===== src/rtl/msk_pkg.sv =====
`timescale 1ns/1ps
`default_nettype none
//------------------------------------------------------------------------------
// msk_pkg
// Shared framer state encoding and default framing constants.
// Revision: 1.0
//------------------------------------------------------------------------------
package msk_pkg;

   typedef enum logic [1:0] {
      IDLE     = 2'd0,
      PREAMBLE = 2'd1,
      SYNC     = 2'd2,
      PAYLOAD  = 2'd3
   } state_t;

   // 32 MHz sample clock over a 1 Mb/s bit rate
   localparam int RB_CLK_RATIO = 32;

   localparam logic [7:0]  DEF_PREAMBLE_BYTE = 8'h55;
   localparam logic [15:0] DEF_SYNC_WORD     = 16'hEB90;

   // wide enough for 15 preamble bytes (120 bits)
   localparam int PHASE_CNT_W = 7;

endpackage
`default_nettype wire


===== src/rtl/msk_bit_clock.sv =====
`timescale 1ns/1ps
`default_nettype none
//------------------------------------------------------------------------------
// msk_bit_clock
// Free-running bit-rate counter; tick marks the last clock of a bit period.
// Revision: 1.0
//------------------------------------------------------------------------------
module msk_bit_clock
   import msk_pkg::*;
#(
   parameter int CLK_PER_BIT = RB_CLK_RATIO
) (
   input  logic clk,
   input  logic rst,
   output logic tick,
   output logic bit_stb
);

   localparam int              CNT_W   = (CLK_PER_BIT > 1) ? $clog2(CLK_PER_BIT) : 1;
   localparam logic [CNT_W-1:0] CNT_MAX = CNT_W'(CLK_PER_BIT - 1);

   logic [CNT_W-1:0] cnt;

   assign tick = (cnt == CNT_MAX);

   // bit_stb lines up with the clock on which the framer's new bit appears
   always_ff @(posedge clk) begin
      if (rst) begin
         cnt     <= '0;
         bit_stb <= 1'b0;
      end else begin
         cnt     <= tick ? '0 : cnt + 1'b1;
         bit_stb <= tick;
      end
   end

endmodule
`default_nettype wire


===== src/rtl/msk_bit_framer.sv =====
`timescale 1ns/1ps
`default_nettype none
//------------------------------------------------------------------------------
// msk_bit_framer
// Wraps payload bytes in preamble + sync word and serializes MSB-first.
// Optional DIFF_PRECODE_EN enables differential precoding of din.
// Revision: 1.0
//------------------------------------------------------------------------------
module msk_bit_framer
   import msk_pkg::*;
#(
   parameter int          CLK_PER_BIT    = RB_CLK_RATIO,
   parameter int          PREAMBLE_BYTES = 4,
   parameter logic [7:0]  PREAMBLE_BYTE  = DEF_PREAMBLE_BYTE,
   parameter logic [15:0] SYNC_WORD      = DEF_SYNC_WORD,
   parameter logic        IDLE_BIT       = 1'b0
) (
   input  logic       clk,
   input  logic       rst,
   input  logic [7:0] s_data,
   input  logic       s_valid,
   input  logic       s_last,
   output logic       s_ready,
   output logic       din,
   output logic       bit_stb,
   output logic       busy,
   output logic       underrun
);

   localparam logic [PHASE_CNT_W-1:0] PRE_LAST  = PHASE_CNT_W'(PREAMBLE_BYTES * 8 - 1);
   localparam logic [PHASE_CNT_W-1:0] SYNC_LAST = PHASE_CNT_W'(15);
   localparam logic [PHASE_CNT_W-1:0] BYTE_LAST = PHASE_CNT_W'(7);

   state_t                 state, state_n;
   logic [PHASE_CNT_W-1:0] pcnt, pcnt_n, pcnt_inc;
   logic [7:0]             hold_data, shift, shift_n;
   logic                   hold_valid, hold_last, cur_last, cur_last_n;
   logic                   tick, raw_bit, out_bit, load, fill;

   msk_bit_clock #(.CLK_PER_BIT(CLK_PER_BIT)) u_bit_clock (
      .clk     (clk),
      .rst     (rst),
      .tick    (tick),
      .bit_stb (bit_stb)
   );

   assign s_ready = !hold_valid;
   assign busy    = (state != IDLE);

   always_comb begin
      state_n    = state;
      pcnt_n     = pcnt;
      shift_n    = shift;
      cur_last_n = cur_last;
      raw_bit    = IDLE_BIT;
      load       = 1'b0;
      fill       = 1'b0;
      pcnt_inc   = pcnt + 1'b1;
      case (state)
         IDLE: begin
            if (hold_valid) begin
               state_n = PREAMBLE;
               pcnt_n  = '0;
               raw_bit = PREAMBLE_BYTE[7];
            end
         end
         PREAMBLE: begin
            if (pcnt == PRE_LAST) begin
               state_n = SYNC;
               pcnt_n  = '0;
               raw_bit = SYNC_WORD[15];
            end else begin
               pcnt_n  = pcnt_inc;
               raw_bit = PREAMBLE_BYTE[~pcnt_inc[2:0]];
            end
         end
         SYNC: begin
            if (pcnt == SYNC_LAST) begin
               state_n = PAYLOAD;
               pcnt_n  = '0;
               load    = 1'b1;
            end else begin
               pcnt_n  = pcnt_inc;
               raw_bit = SYNC_WORD[~pcnt_inc[3:0]];
            end
         end
         PAYLOAD: begin
            if (pcnt == BYTE_LAST) begin
               if (cur_last) begin
                  state_n = IDLE;
               end else begin
                  pcnt_n = '0;
                  load   = 1'b1;
               end
            end else begin
               pcnt_n  = pcnt_inc;
               shift_n = {shift[6:0], 1'b0};
               raw_bit = shift[6];
            end
         end
         default: state_n = IDLE;
      endcase
      // An empty holding register at a byte boundary sends a zero fill byte
      if (load) begin
         fill       = !hold_valid;
         shift_n    = hold_valid ? hold_data : 8'h00;
         cur_last_n = hold_valid & hold_last;
         raw_bit    = shift_n[7];
      end
   end

`ifdef DIFF_PRECODE_EN
   logic pre_state;
   logic frame_start;

   assign frame_start = (state == IDLE);
   assign out_bit     = (state_n == IDLE) ? IDLE_BIT
                                          : raw_bit ^ (frame_start ? 1'b0 : pre_state);

   always_ff @(posedge clk) begin
      if (rst) begin
         pre_state <= 1'b0;
      end else if (tick && (state_n != IDLE)) begin
         pre_state <= out_bit;
      end
   end
`else
   assign out_bit = raw_bit;
`endif

   always_ff @(posedge clk) begin
      if (rst) begin
         state      <= IDLE;
         pcnt       <= '0;
         shift      <= '0;
         cur_last   <= 1'b0;
         hold_valid <= 1'b0;
         hold_data  <= '0;
         hold_last  <= 1'b0;
         din        <= IDLE_BIT;
         underrun   <= 1'b0;
      end else begin
         underrun <= 1'b0;
         if (tick) begin
            state    <= state_n;
            pcnt     <= pcnt_n;
            shift    <= shift_n;
            cur_last <= cur_last_n;
            din      <= out_bit;
            underrun <= fill;
         end
         if (s_valid && s_ready) begin
            hold_data  <= s_data;
            hold_last  <= s_last;
            hold_valid <= 1'b1;
         end else if (tick && load) begin
            hold_valid <= 1'b0;
         end
      end
   end

endmodule
`default_nettype wire


===== config.mk =====
export PLATFORM = sky130hd
export DESIGN_NAME = msk_bit_framer
export DESIGN_NICKNAME = d
export VERILOG_FILES = /design/src/rtl/msk_pkg.sv /design/src/rtl/msk_bit_clock.sv /design/src/rtl/msk_bit_framer.sv
export SDC_FILE = /design/constraint.sdc
export NUM_CORES = 1
export LEC_CHECK = 0
export BUFFER_PORTS_ARGS = -buffer_cell sky130_fd_sc_hd__buf_2
export CAP_MARGIN = 40
export CORE_MARGIN = 2
export CORE_UTILIZATION = 58
export DETAILED_ROUTE_END_ITERATION = 7
export GPL_TIMING_DRIVEN = 0
export PLACE_DENSITY = 0.75
export SYNTH_ARGS = -nofsm -noshare
export SYNTH_HDL_FRONTEND = slang
export SYNTH_SLANG_ARGS = --single-unit

===== constraint.sdc =====
create_clock -name clk -period 2.5 [get_ports clk]
set_input_delay 0.5 -clock clk [delete_from_list [all_inputs] [get_ports clk]]
set_output_delay 0.5 -clock clk [all_outputs]
set_load 0.01 [all_outputs]

==> flow_metrics.py <==
metrics = {
    "outcome": {
        "status": "complete, no violations",
    },
    "grt": {
        "grt_max_degree": 13,
        "grt_pass1_wl_um": 6670,
        "antenna_found_initial": 0,
        "grt_pass1_vias": 1579,
        "grt_overflow_total": 0,
        "groute.usage.overall": 0.251,
    },
    "timing": {
        "timing_worst_slew_pin_value_ns": 0.731,
        "rsz0062_at_grt": "no",
        "final_hold_viol_count": 0,
        "whs_ns": 0.340,
        "totalNegativeSetupSlack_ns": 0,
        "slew_violations": 0,
        "fin_crit_sh": 0.959,
        "layout_setup_ws_ns": 0.102,
        "relSlewSlack": 0.511,
        "setup_violations": 0,
        "clock_skew_ns": 0.0124,
        "max_clock_freq_ghz": 0.417,
        "post-route-min-period_ns": 2.40,
    },
    "synth": {
        "ys_seq_area_frac": 0.387,
        "synth_fp_nets": 235,
        "syn_area_um2": 1810,
        "synth_warnings": 0,
        "ys_ff_latch": 35,
        "ys_types": 41,
        "synth_cells": 213,
        "avgSynthCellArea_um2": 8.49,
    },
    "route": {
        "via_per_inst": 6.31,
        "ant_nets": 0,
        "drt_iter0_markers": 114,
        "routed_wl_um": 4130,
        "wire_per_inst_um": 15.4,
        "drc_errors": 0,
        "first_pass_iters": 4,
        "vias": 1698,
    },
    "placed_design": {
        "pre_cts_slack_ns": 0.0193,
        "io_buffers": 15,
        "dp.final_hpwl_um": 2940,
        "dp.cells": 261,
        "placed_cell_area_um2": 1930,
        "gp_congestion": 0.931,
    },
    "clocking": {
        "cts_hold_buffers": 0,
        "postCtsSetupBuffers": 0,
        "cts_resized": 1,
        "cts_buffers": 5,
        "clock_latency_ns": 0.35,
        "clock_path_buffers": 2,
        "htree_levels": 2,
        "clkSinkCount": 35,
        "path_clk_slew_ns": 0.11,
        "cts_root_buf": "clkbuf_4",
        "tritoncts": "done",
    },
    "final_layout": {
        "finalNonFillerCells": 269,
        "area_growth_pct": 11.8,
        "n_antenna_cell": 0,
        "finalInstanceArea_um2": 2020,
        "final_core_util": 0.674,
        "multi_input_area_um2": 998,
        "register_area_um2": 701,
        "layout_commonest_cell": "dfxtp_1",
        "nets": 257,
        "final_cell_mix": "dfxtp_1 (35), nand2_1 (34), a21oi_1 (19)",
        "drive_gt1_frac": 0.191,
        "fillers": 261,
    },
    "worst_hold_path": {
        "hp-class": "primary input to register",
    },
    "setup_path": {
        "critical_path_arrival_ns": 2.66,
        "worstPathRequired_ns": 2.76,
        "cp_slowest_cell": "dfxtp_1",
        "path_cells": "ha_2 -> or4b_1 -> buf_2 -> nor2_1 -> o21a_1 -> buf_6 -> nor2_1 -> a311oi_2",
        "path_buf_inv": 2,
        "cpPeakStageDelay_ns": 0.49,
        "critPathCaptureType": "register",
        "crit_top_cell": "nor2_1",
        "critical_path.max_fanout": 10,
        "crit_type": "register to register",
        "r2r_slack_ns": 0.10,
        "start_kind": "register",
        "path_delay_family": "simple AND/OR/NAND/NOR gates",
    },
    "pwr": {
        "p_per_area_nw_per_um2": 518,
        "p_leak_nw": 0.720,
        "irDropWorstVdd_uv": 321,
        "p_total_mw": 1.05,
    },
    "flow_run": {
        "maxCapViolCount": 0,
    },
    "die": {
        "start_util": 0.602,
        "io_pins": 17,
        "fp.dieArea_um2": 3580,
        "num_rows": 20,
        "die_w_um": 59.9,
        "die_h_um": 59.9,
        "fp.coreArea_um2": 3000,
    },
}
state kept, by name (all words and copies together), names as in the netlist:
name,count
din,1
underrun,1
shift,7
state,2
u_bit_clock.bit_stb,1
pcnt,7
u_bit_clock.cnt,5
hold_data,8
cur_last,1
hold_last,1
hold_valid,1
where the power goes:
group          switching (mW)  leakage, nW  total (mW)  internal [mW]
Sequential            0.00915        0.284       0.581          0.572
Combinational          0.0332        0.390      0.0565         0.0234
Clock                   0.201       0.0452       0.411          0.210
Total                   0.243        0.720        1.05          0.805
path summary, 6_finish.rpt:
path                      startpoint            endpoint  depth (start not counted)
hold / removal                   rst            shift[6]                          2
setup reg to reg             pcnt[0]            shift[4]                          8
hold reg to reg   u_bit_clock.cnt[0]  u_bit_clock.cnt[0]                          1
setup / recovery             pcnt[0]            shift[4]                          8
cells by family (layout without fill, tap and decap cells):
kind of cell / count (synthesis) / in the layout / share of synthesized area
and+or+nand+nor: 90 / 90 / 0.241
xor gates and xnor gates: 5 / 5 / 0.0242
buffers and inverters: 22 / 45 / 0.0698
adders and majority gates: 10 / 10 / 0.0692
muxes: 3 / 3 / 0.0173
AOI/OAI and AO/OA: 48 / 48 / 0.192
DFF: 35 / 35 / 0.387
routing by layer:
| layer | GRT usage | vias to the layer above | routed length [µm] |
|---|---|---|---|
| met5 | 0 | - | 0 |
| met4 | 0.124 | 0 | 149 |
| met3 | 0.0714 | 24 | 374 |
| met2 | 0.399 | 87 | 1900 |
| met1 | 0.309 | 785 | 1700 |
| li1 | - | 802 | - |
layout make-up:
cell class,instances,area share
timing repair buffer,15,0.0371
sequential,35,0.346
inverter,10,0.0186
clock inverter,3,0.0216
tap,33,0.0204
buffer,12,0.0439
clock buffer,5,0.0186
multi-input combinational,156,0.494
cell usage after synthesis, drive strengths merged:
library cell	number	share of area
ha	10	0.069
o21a	1	0.0042
xor2	3	0.015
a31o	1	0.0048
buf	8	0.041
nor3	5	0.014
nand4	3	0.010
nand2	34	0.071
mux2i	2	0.011
a211oi	2	0.0083
nor2	15	0.031
nand2b	1	0.0035
o21ai	5	0.014
nor2b	2	0.0069
o31a	2	0.010
and3	2	0.0069
o221ai	1	0.0048
nand4b	3	0.015
or2b	1	0.0042
xnor2	2	0.0097
o31ai	1	0.0042
o22ai	1	0.0035
nand4bb	1	0.0062
a32oi	1	0.0048
nand3	17	0.047
nand3b	2	0.0083
a31oi	6	0.021
dfxtp	35	0.39
a311oi	8	0.059
or2	1	0.0035
mux2	1	0.0062
inv	10	0.021
or4b	1	0.0055
nor3b	2	0.0083
a21oi	19	0.053
clkbuf	4	0.0083
(Power assumes the default switching activity.)
